$ cat config.mk
export PLATFORM = sky130hd
export DESIGN_NAME = rr_issue_arbiter
export DESIGN_NICKNAME = d
export VERILOG_FILES = /design/src/rtl/rr_issue_arbiter.sv
export SDC_FILE = /design/constraint.sdc
export NUM_CORES = 1
export LEC_CHECK = 0
export CELL_PAD_IN_SITES_DETAIL_PLACEMENT = 0
export CELL_PAD_IN_SITES_GLOBAL_PLACEMENT = 1
export CORE_ASPECT_RATIO = 1.75
export CORE_UTILIZATION = 48
export CTS_BUF_LIST = sky130_fd_sc_hd__clkbuf_4
export DETAILED_ROUTE_END_ITERATION = 16
export PLACE_DENSITY = 0.95
export SYNTH_ARGS = -nofsm -noshare
export SYNTH_HDL_FRONTEND = slang
export SYNTH_SLANG_ARGS = --single-unit
export TNS_END_PERCENT = 5
$ cat constraint.sdc
create_clock -name clk -period 7.5 [get_ports clk]
set_input_delay 1.125 -clock clk [delete_from_list [all_inputs] [get_ports clk]]
set_output_delay 1.125 -clock clk [all_outputs]
set_load 0.1 [all_outputs]
$ cat src/rtl/rr_issue_arbiter.sv
// Round-robin issue arbiter: rotating base pointer, wrap-around first-set search,
// one registered grant per cycle over a valid/ready handshake.
module rr_issue_arbiter #(
    parameter int unsigned N     = 16,
    parameter int unsigned IDX_W = 4
) (
    input  logic             clk,
    input  logic             rst,
    input  logic [N-1:0]     req,
    input  logic             flush,
    input  logic             gnt_ready,
    output logic             gnt_valid,
    output logic [IDX_W-1:0] gnt_idx,
    output logic [N-1:0]     gnt_onehot,
    output logic [IDX_W-1:0] base_ptr
);

    typedef enum logic {
        IDLE = 1'b0,
        HOLD = 1'b1
    } state_e;

    state_e           state_q, state_d;
    logic             gnt_valid_q, gnt_valid_d;
    logic [IDX_W-1:0] gnt_idx_q, gnt_idx_d;
    logic [N-1:0]     gnt_onehot_q, gnt_onehot_d;
    logic [IDX_W-1:0] base_ptr_q, base_ptr_d;

    logic [N-1:0]     srch_vec;
    logic [IDX_W-1:0] srch_base;
    logic [IDX_W-1:0] next_base;
    logic             srch_found;
    logic [IDX_W-1:0] srch_win;
    logic             accept;

    // First set bit of vec scanning b, b+1, ... with wrap; MSB of result is "found".
    function automatic logic [IDX_W:0] sel(input logic [N-1:0] vec, input logic [IDX_W-1:0] b);
        logic             found;
        logic [IDX_W-1:0] win;
        logic [IDX_W-1:0] idx;
        found = 1'b0;
        win   = '0;
        for (int unsigned k = 0; k < N; k++) begin
            idx = b + IDX_W'(k);
            if (!found && vec[idx]) begin
                found = 1'b1;
                win   = idx;
            end
        end
        return {found, win};
    endfunction

    // In HOLD the search looks past the current winner so an accept can chain a new grant.
    always_comb begin
        next_base = gnt_idx_q + IDX_W'(1);
        accept    = (state_q == HOLD) && gnt_ready;
        if (state_q == HOLD) begin
            srch_vec  = req & ~gnt_onehot_q;
            srch_base = next_base;
        end else begin
            srch_vec  = req;
            srch_base = base_ptr_q;
        end
        {srch_found, srch_win} = sel(srch_vec, srch_base);
    end

    always_ff @(posedge clk or posedge rst) begin
        if (rst) begin
            state_q <= IDLE;
        end else begin
            state_q <= state_d;
        end
    end

    always_comb begin
        state_d = state_q;
        if (flush) begin
            state_d = IDLE;
        end else begin
            case (state_q)
                IDLE:    if (srch_found) state_d = HOLD;
                HOLD:    if (gnt_ready)  state_d = srch_found ? HOLD : IDLE;
                default: state_d = IDLE;
            endcase
        end
    end

    // Flush dominates accept: nothing advances and nothing new is loaded.
    always_comb begin
        gnt_valid_d  = gnt_valid_q;
        gnt_idx_d    = gnt_idx_q;
        gnt_onehot_d = gnt_onehot_q;
        base_ptr_d   = base_ptr_q;
        if (flush) begin
            gnt_valid_d  = 1'b0;
            gnt_onehot_d = '0;
        end else if (state_q == IDLE) begin
            if (srch_found) begin
                gnt_valid_d  = 1'b1;
                gnt_idx_d    = srch_win;
                gnt_onehot_d = N'(1) << srch_win;
            end
        end else if (accept) begin
            base_ptr_d = next_base;
            if (srch_found) begin
                gnt_valid_d  = 1'b1;
                gnt_idx_d    = srch_win;
                gnt_onehot_d = N'(1) << srch_win;
            end else begin
                gnt_valid_d  = 1'b0;
                gnt_onehot_d = '0;
            end
        end
    end

    always_ff @(posedge clk or posedge rst) begin
        if (rst) begin
            gnt_valid_q  <= 1'b0;
            gnt_idx_q    <= '0;
            gnt_onehot_q <= '0;
            base_ptr_q   <= '0;
        end else begin
            gnt_valid_q  <= gnt_valid_d;
            gnt_idx_q    <= gnt_idx_d;
            gnt_onehot_q <= gnt_onehot_d;
            base_ptr_q   <= base_ptr_d;
        end
    end

    assign gnt_valid  = gnt_valid_q;
    assign gnt_idx    = gnt_idx_q;
    assign gnt_onehot = gnt_onehot_q;
    assign base_ptr   = base_ptr_q;

endmodule

==> flow_metrics.py, run 1 <==
metrics = {
    "critical_path": {
        "regToRegStartpoint": "state_q$_DFF_PP0_",
        "critPathCaptureType": "register",
        "critPathLaunchType": "register",
        "worstPathArrival_ns": 6.56,
        "reg2reg_setup_slack_ns": 1.17,
        "r2r_cells": 13,
        "r2r_end": "gnt_onehot[2]$_DFFE_PP0P_",
        "crit_fanout": 37,
        "crit_type": "register to register",
        "crit_required_ns": 7.73,
    },
    "drt": {
        "drt_iter0_drc": 351,
        "vias_per_cell": 7.06,
        "vias": 3721,
        "drc": 0,
        "avgRoutedWirePerCell_um": 24.4,
        "wirelength_mm": 12.9,
        "ant_nets": 0,
        "drt_pass1_iterations": 5,
    },
    "clocking": {
        "cts_hold_buf": 0,
        "numCtsBuffers": 3,
        "clockRootBuffer": "clkbuf_4",
        "clock_path_buffers": 2,
        "clkLatencyLatePin_ns": 0.33,
        "postCtsSetupRepairBufs": 0,
        "clk_pin_slew_ns": 0.13,
        "ctsHtreeMaxLevel": 1,
        "cts_tree": "done",
        "post_cts_resized": 0,
        "cts.sink_count": 26,
    },
    "sta": {
        "min_period_ns": 6.33,
        "fin_skew_ns": 0.00732,
        "fin_crit_sh": 0.844,
        "setup_viol": 0,
        "final-max-slew-violation-count": 0,
        "rsz0062_at_grt": "false",
        "tightest_slew_ns": 1.06,
        "fin_setup_tns_ns": 0,
        "slew-limit-headroom": 0.293,
        "hold_viol": 0,
        "max_freq_mhz": 158,
    },
    "floorplan": {
        "initial_utilization": 0.503,
        "die_area_um2": 8050,
        "rows": 41,
        "core_region_area_um2": 7340,
        "die_h_um": 118,
        "num_io_pins": 45,
        "die_w_um": 68.3,
    },
    "synthesis": {
        "ys_ff_latch": 26,
        "yosys.area.top_type": "dfrtp_1",
        "yosysMostFrequentCell": "mux2i_1",
        "synthCells": 407,
        "synth_fp_nets": 435,
        "synth_top_area_frac": 0.176,
        "synth_common_cells": "mux2i_1, nand2_1, dfrtp_1",
        "netlist_area_um2": 3690,
        "ys_warn_count": 0,
        "yosysUniqueCellTypes": 69,
        "synth_edf_count": 0,
        "synthTopCellsByArea": "dfrtp_1, mux4_2, mux2i_1",
        "ys.flop_type": "dfrtp_1",
        "async_reset_ff_frac": 1.00,
        "synth.avg_cell_area_um2": 9.06,
        "yosysSeqAreaShare": 0.176,
    },
    "global_routing": {
        "grt_max_degree": 38,
        "grt_pass1_vias": 3623,
        "antenna_found_initial": 0,
        "grt_pass1_wl_mm": 20.0,
        "gr-usage-all-layers": 0.343,
        "grt-ovfl-total": 0,
    },
    "worst_hold_path": {
        "min_delay_worst_endpoint": "gnt_valid$_DFFE_PP0P_",
        "whs_path_depth": 2,
        "hold_class": "register to register",
        "min_from": "gnt_valid$_DFFE_PP0P_",
    },
    "finish": {
        "drive_gt1_frac": 0.134,
        "nNetsFinal": 471,
        "diodes": 0,
        "nFillCells": 679,
        "fin_cells": 527,
        "seq_area_um2": 651,
        "synthToLayoutAreaGrowth_pct": 14.0,
        "multiInputGateArea_um2": 2860,
    },
    "place": {
        "io_buffers": 44,
        "place_congestion": 0.982,
        "place_hpwl_mm": 10.3,
        "place_inst": 524,
    },
    "outcome": {
        "status": "finished clean",
    },
    "job": {
        "maxCapViolCount": 0,
    },
}
## cell type report
cell class / count / area share
clock buffers: 3 / 0.00536
inverters: 21 / 0.0194
multi-input cells: 341 / 0.679
flip-flops and latches: 26 / 0.155
well taps: 86 / 0.0256
repair buffers: 50 / 0.116
## registers in the layout, summed over array words and instances, names as in the netlist
register / cells
gnt_idx: 4
gnt_valid: 1
state_q: 1
gnt_onehot: 16
base_ptr: 4
## stage by stage
stage	hold slack (ns)	worst slack (ns)	instance area (um2)	utilization
2_1_floorplan	0.962	1.80	3690	-
3_3_place_gp	0.466	1.39	4180	0.570
3_5_place_dp	0.476	1.28	4180	0.570
4_1_cts	0.508	1.27	4200	0.573
5_1_grt	0.537	0.921	4200	0.573
6_report	0.506	1.17	4200	0.573
## layout by cell type (no fill, tap or decap), types with 3 or more instances in the layout
master	count
a211oi_1	5
a21boi_0	18
a21o_1	6
a21oi_1	11
a221oi_1	4
a22o_1	8
a22oi_1	6
a31oi_1	6
and2_1	5
buf_4	6
clkbuf_4	3
clkdlybuf4s50_1	44
dfrtp_1	26
ha_1	8
inv_1	20
mux2_2	15
mux2i_1	40
mux4_1	3
mux4_2	20
nand2_1	38
nand3_1	12
nand4_1	8
nor2_1	19
nor2b_1	5
nor3_1	10
nor3b_1	3
o2111ai_1	5
o21ai_0	22
o21ai_1	4
o221ai_1	4
o32ai_1	3
xnor2_1	10
xor2_1	3
## worst max-delay path, cell delays in order, from the launching register on
cell,delay (ns)
dfrtp_1,1.06
nor2_1,0.08
a21o_1,0.46
inv_1,0.51
ha_1,0.51
nand2_1,0.12
o311ai_2,0.64
mux4_2,0.73
nor4_4,0.58
and2_0,0.37
o2111ai_1,0.16
a31oi_1,0.43
a21boi_0,0.31
a22o_1,0.26
## metal layers
metal  up-vias  wire [um]  GRT usage  share of wire
li1       1661          -          -              -
met1      1823       4470      0.376           0.35
met2       168       6750      0.570           0.53
met3        69        665     0.0494          0.052
met4         0        967      0.245          0.075
met5         -          0          0              0
## kinds of logic (layout without fill, tap and decap cells)
| group | count (synthesis) | count (layout) | share of synthesized area |
|---|---|---|---|
| AO/OA/AOI/OAI | 122 | 122 | 0.244 |
| AND/OR/NAND/NOR | 119 | 119 | 0.171 |
| multiplexers | 79 | 79 | 0.302 |
| buffers and inverters | 40 | 74 | 0.0492 |
| flip-flops | 26 | 26 | 0.176 |
| XOR/XNOR | 13 | 13 | 0.0309 |
| adder cells (fa/ha/maj) | 8 | 8 | 0.0271 |
## worst max path at each step
stage                      startpoint                          to  slack (ns)
2_1_floorplan  gnt_idx[0]$_DFFE_PP0P_  gnt_onehot[15]$_DFFE_PP0P_        1.80
3_3_place_gp        state_q$_DFF_PP0_  gnt_onehot[15]$_DFFE_PP0P_        1.39
3_5_place_dp        state_q$_DFF_PP0_  gnt_onehot[15]$_DFFE_PP0P_        1.28
4_1_cts             state_q$_DFF_PP0_  gnt_onehot[15]$_DFFE_PP0P_        1.27
5_1_grt             state_q$_DFF_PP0_  gnt_onehot[10]$_DFFE_PP0P_        0.92
6_report            state_q$_DFF_PP0_   gnt_onehot[2]$_DFFE_PP0P_        1.17
Power of run 1 is left out: the tool's default activity adds up to more than one toggle a clock period on the data nets, which glitch-free logic cannot reach.
==> inputs of run 2 (changes only) <==
- CORE_UTILIZATION: 48 -> 45
- PLACE_DENSITY: 0.95 -> 0.91
- clock period: 7.5 -> 6.2 ns (I/O delays scaled with it)
==> run 2 against run 1 <==
Net effect: worst setup slack worse by 0.41 ns; register-to-register slack lost 0.41 ns; fmax up 16%; routed wire length increased by 4.6%; final area rose by 1.1%; hold slack better by 0.0011 ns; core utilization down 3.6 points; flip-flop and latch count unchanged; cell count increased by 1.9%; critical path depth is 1 higher; first-iteration DRC count increased by 17%; die area is 6.5% higher.
==> flow_metrics.py, run 2 (synthesis gave the netlist of run 1 again) <==
metrics = {
    "sta": {
        "tightest_slew_ns": 0.999,
        "slew-limit-headroom": 0.334,
        "fin_setup_tns_ns": 0,
        "hold_viol": 0,
        "final-max-slew-violation-count": 0,
        "max_freq_mhz": 184,
        "min_period_ns": 5.44,
        "fin_crit_sh": 0.877,
        "setup_viol": 0,
        "fin_skew_ns": 0.00635,
        "rsz0062_at_grt": "false",
    },
    "drt": {
        "drt_iter0_drc": 409,
        "ant_nets": 0,
        "drt_pass1_iterations": 5,
        "drc": 0,
        "vias": 3749,
        "vias_per_cell": 6.98,
        "avgRoutedWirePerCell_um": 25.0,
        "wirelength_mm": 13.4,
    },
    "clocking": {
        "ctsHtreeMaxLevel": 1,
        "clock_path_buffers": 2,
        "postCtsSetupRepairBufs": 0,
        "clkLatencyLatePin_ns": 0.33,
        "cts_hold_buf": 0,
        "clk_pin_slew_ns": 0.13,
        "post_cts_resized": 0,
        "cts_tree": "done",
        "cts.sink_count": 26,
        "clockRootBuffer": "clkbuf_4",
        "numCtsBuffers": 3,
    },
    "finish": {
        "nNetsFinal": 476,
        "fin_cells": 537,
        "largest_register_ff_count": 16,
        "diodes": 0,
        "drive_gt1_frac": 0.143,
        "synthToLayoutAreaGrowth_pct": 15.2,
        "final_common_cell": "clkdlybuf4s50_1",
        "final_cell_mix": "clkdlybuf4s50_1, mux2i_1, nand2_1",
    },
    "critical_path": {
        "crit_chain": "ha_1 -> mux2i_2 -> buf_4 -> inv_1 -> ha_1 -> xnor2_1 -> mux2i_1 -> mux2_2 -> a21oi_1 -> and3_1 -> o41ai_1 -> nand3_1 -> a21boi_0 -> a22o_1",
        "crit_type": "register to register",
        "crit_required_ns": 6.47,
        "r2r_end": "gnt_onehot[3]$_DFFE_PP0P_",
        "critPathLaunchType": "register",
        "path_common_cell": "ha_1",
        "path_delay_family": "multiplexers",
        "crit_fanout": 14,
        "critical_path.max_stage_delay_ns": 0.73,
        "slowest_stage": "mux2i_1",
        "regToRegStartpoint": "gnt_idx[0]$_DFFE_PP0P_",
        "r2r_cells": 14,
        "reg2reg_setup_slack_ns": 0.76,
        "startpoint": "gnt_idx[0]$_DFFE_PP0P_",
        "worstPathArrival_ns": 5.71,
        "critPathCaptureType": "register",
        "crit_buf_inv": 2,
    },
    "floorplan": {
        "die_w_um": 70.4,
        "num_io_pins": 45,
        "die_area_um2": 8570,
        "die_h_um": 122,
        "core_region_area_um2": 7910,
        "rows": 43,
        "initial_utilization": 0.466,
    },
    "global_routing": {
        "grt_max_degree": 37,
        "busiest_layer": "met2",
        "gr-usage-all-layers": 0.324,
        "met1_usage": 0.342,
        "grt_pass1_wl_mm": 21.2,
        "grt-ovfl-total": 0,
        "antenna_found_initial": 0,
        "grt_pass1_vias": 3818,
        "grt_util_met3": 0.0331,
        "grt_use_met2": 0.599,
    },
    "place": {
        "place_inst": 533,
        "io_buffers": 44,
        "place_hpwl_mm": 10.7,
        "place_congestion": 1.03,
    },
    "worst_hold_path": {
        "hold_class": "register to register",
        "whs_path_depth": 2,
        "min_delay_worst_endpoint": "gnt_valid$_DFFE_PP0P_",
        "min_from": "gnt_valid$_DFFE_PP0P_",
    },
    "outcome": {
        "status": "finished clean",
    },
    "job": {
        "maxCapViolCount": 0,
    },
}
[run 2: worst max path at each step]
stage | endpoint | depth (start not counted)
final | gnt_onehot[3]$_DFFE_PP0P_ | 14
after global routing | gnt_onehot[3]$_DFFE_PP0P_ | 14
after CTS | gnt_onehot[14]$_DFFE_PP0P_ | 14
after detailed placement | gnt_onehot[14]$_DFFE_PP0P_ | 14
after global placement | gnt_onehot[15]$_DFFE_PP0P_ | 14
after floorplan | gnt_onehot[15]$_DFFE_PP0P_ | 14
[run 2: area by class of cell]
cell class / instances / area [um2]
multi-input combinational: 341 / 2860
inverter: 21 / 81.3
clock buffer: 3 / 22.5
tap: 90 / 113
clock inverter: 1 / 3.75
fill: 729 / 3660
sequential: 26 / 651
timing repair buffer: 55 / 523
[run 2: worst min-delay path, stage by stage, from the launching register on]
cell	delay [ns]
dfrtp_1	0.38
nand2_1	0.05
nand2_1	0.05
[run 2: layer usage]
| layer | share of wire | wire (um) | vias up |
|---|---|---|---|
| met1 | 0.34 | 4570 | 1797 |
| li1 | - | - | 1674 |
| met3 | 0.055 | 738 | 71 |
| met4 | 0.065 | 876 | 0 |
| met2 | 0.54 | 7260 | 207 |
| met5 | 0 | 0 | - |
[run 2: through the flow]
step                      instance area (um2)  hold slack [ns]  utilization  setup WS [ns]
after CTS                                4250            0.514        0.537          0.805
after detailed placement                 4220            0.484        0.534          0.839
final                                    4250            0.507        0.537          0.761
after floorplan                          3690            0.962            -          0.503
after global routing                     4250            0.539        0.537          0.453
after global placement                   4220            0.469        0.534           1.00
Power of run 2 is left out for the same reason.
==> inputs of run 3 (changes only) <==
- CORE_UTILIZATION: 45 -> 27
- PLACE_DENSITY: 0.91 -> 0.62
==> run 3 against run 2 <==
Net effect: sequential share of layout area decreased by 0.48 points; cell count increased by 16%; first-iteration DRC count is 13% lower; hold slack hardly changed; largest cell class unchanged; flip-flop and latch count is the same; fmax down 3.6%; worst setup slack got worse by 0.20 ns; clock skew down 0.00076 ns; critical path depth is 4 higher; via count barely moved; register-to-register slack got worse by 0.20 ns; die area rose by 65%; critical path type unchanged.
==> flow_metrics.py, run 3 (synthesis gave the netlist of run 1 again) <==
metrics = {
    "drt": {
        "drc": 0,
        "drt_pass1_iterations": 5,
        "ant_nets": 0,
        "wirelength_mm": 14.6,
        "avgRoutedWirePerCell_um": 23.4,
        "vias": 3747,
        "vias_per_cell": 6.00,
        "drt_iter0_drc": 356,
    },
    "sta": {
        "rsz0062_at_grt": "false",
        "fin_skew_ns": 0.00560,
        "fin_crit_sh": 0.910,
        "hold_viol": 0,
        "tightest_slew_ns": 0.995,
        "max_freq_mhz": 177,
        "slew-limit-headroom": 0.334,
        "final-max-slew-violation-count": 0,
        "min_period_ns": 5.64,
        "fin_setup_tns_ns": 0,
        "setup_viol": 0,
    },
    "critical_path": {
        "regToRegStartpoint": "gnt_idx[0]$_DFFE_PP0P_",
        "critPathLaunchType": "register",
        "worstPathArrival_ns": 5.89,
        "startpoint": "gnt_idx[0]$_DFFE_PP0P_",
        "reg2reg_setup_slack_ns": 0.56,
        "critPathCapture": "gnt_onehot[10]$_DFFE_PP0P_",
        "r2r_cells": 18,
        "crit_fanout": 15,
        "crit_type": "register to register",
        "r2r_end": "gnt_onehot[10]$_DFFE_PP0P_",
        "critPathCaptureType": "register",
        "crit_required_ns": 6.44,
    },
    "global_routing": {
        "grt_util_met3": 0.0126,
        "grt_max_degree": 27,
        "met1_usage": 0.211,
        "grt-ovfl-total": 0,
        "grt_pass1_vias": 3793,
        "grt_pass1_wl_mm": 22.3,
        "grt_use_met2": 0.408,
        "gr-usage-all-layers": 0.210,
        "antenna_found_initial": 0,
        "busiest_layer": "met2",
    },
    "clocking": {
        "cts_hold_buf": 0,
        "clockRootBuffer": "clkbuf_4",
        "numCtsBuffers": 3,
        "postCtsSetupRepairBufs": 0,
        "clock_path_buffers": 2,
        "clk_pin_slew_ns": 0.14,
        "clkLatencyLatePin_ns": 0.34,
        "cts.sink_count": 26,
        "post_cts_resized": 0,
        "cts_tree": "done",
        "ctsHtreeMaxLevel": 1,
    },
    "finish": {
        "synthToLayoutAreaGrowth_pct": 19.0,
        "largest_register_ff_count": 16,
        "final_common_cell": "clkdlybuf4s50_1",
        "nFillCells": 1367,
        "diodes": 0,
        "final_cell_mix": "clkdlybuf4s50_1, mux2i_1, nand2_1",
        "nNetsFinal": 481,
        "drive_gt1_frac": 0.153,
    },
    "job": {
        "maxCapViolCount": 0,
    },
    "floorplan": {
        "initial_utilization": 0.276,
        "die_h_um": 157,
        "core_region_area_um2": 13400,
        "die_area_um2": 14100,
        "rows": 56,
        "num_io_pins": 45,
        "die_w_um": 90.3,
    },
    "place": {
        "io_buffers": 44,
        "place_hpwl_mm": 11.5,
        "place_congestion": 1.03,
    },
    "worst_hold_path": {
        "hold_class": "register to register",
    },
    "outcome": {
        "status": "finished clean",
    },
}
run 3: cell count changes in the layout (fill, tap and decap cells not counted), sizes merged:
cell | before | now
buf | 11 | 16
clkinv | 1 | 0
run 3: final cells by class:
cell class	instances	area, um2	area share
clock buffers	3	22.5	0.00513
repair buffers	60	561	0.128
flip-flops and latches	26	651	0.148
multi-input cells	341	2860	0.651
inverters	21	81.3	0.0185
well taps	174	218	0.0496
run 3: per-stage QoR:
stage,utilization,hold slack (ns),worst slack (ns),area [um2],std cells
after floorplan,-,0.962,0.503,3690,407
after global placement,0.326,0.474,0.673,4370,622
after detailed placement,0.326,0.472,0.671,4370,622
after CTS,0.328,0.508,0.647,4390,625
after global routing,0.328,0.542,0.239,4390,625
final,0.328,0.507,0.557,4390,625
run 3: per-layer routing:
layer / up-vias / share of wire / wire length (um)
met1: 1817 / 0.35 / 5130
met2: 187 / 0.54 / 7900
met4: 0 / 0.072 / 1060
met3: 56 / 0.038 / 552
li1: 1687 / - / -
met5: - / 0 / 0
run 3: worst min path at each step:
stage / startpoint / to / slack (ns) / cells after the start
final: gnt_valid$_DFFE_PP0P_ / gnt_valid$_DFFE_PP0P_ / 0.51 / 2
after global placement: gnt_valid$_DFFE_PP0P_ / gnt_valid$_DFFE_PP0P_ / 0.47 / 2
after global routing: gnt_valid$_DFFE_PP0P_ / gnt_valid$_DFFE_PP0P_ / 0.54 / 2
after floorplan: gnt_valid$_DFFE_PP0P_ / gnt_valid$_DFFE_PP0P_ / 0.96 / 2
after detailed placement: gnt_valid$_DFFE_PP0P_ / gnt_valid$_DFFE_PP0P_ / 0.47 / 2
after CTS: gnt_valid$_DFFE_PP0P_ / gnt_valid$_DFFE_PP0P_ / 0.51 / 2
run 3: worst max-delay path: stages (launching register included):
cell	delay, ns
dfrtp_1	0.47
ha_1	0.24
xnor2_1	0.14
a21o_1	0.19
buf_4	0.22
inv_1	0.08
buf_4	0.22
ha_1	0.36
nor2b_1	0.11
a221oi_1	0.32
o311ai_2	0.16
buf_4	0.20
mux4_2	0.55
nor4_4	0.64
and2_0	0.39
o21ai_0	0.22
a32oi_2	0.55
and2b_1	0.27
a22o_1	0.20
Power of run 3 is left out for the same reason.
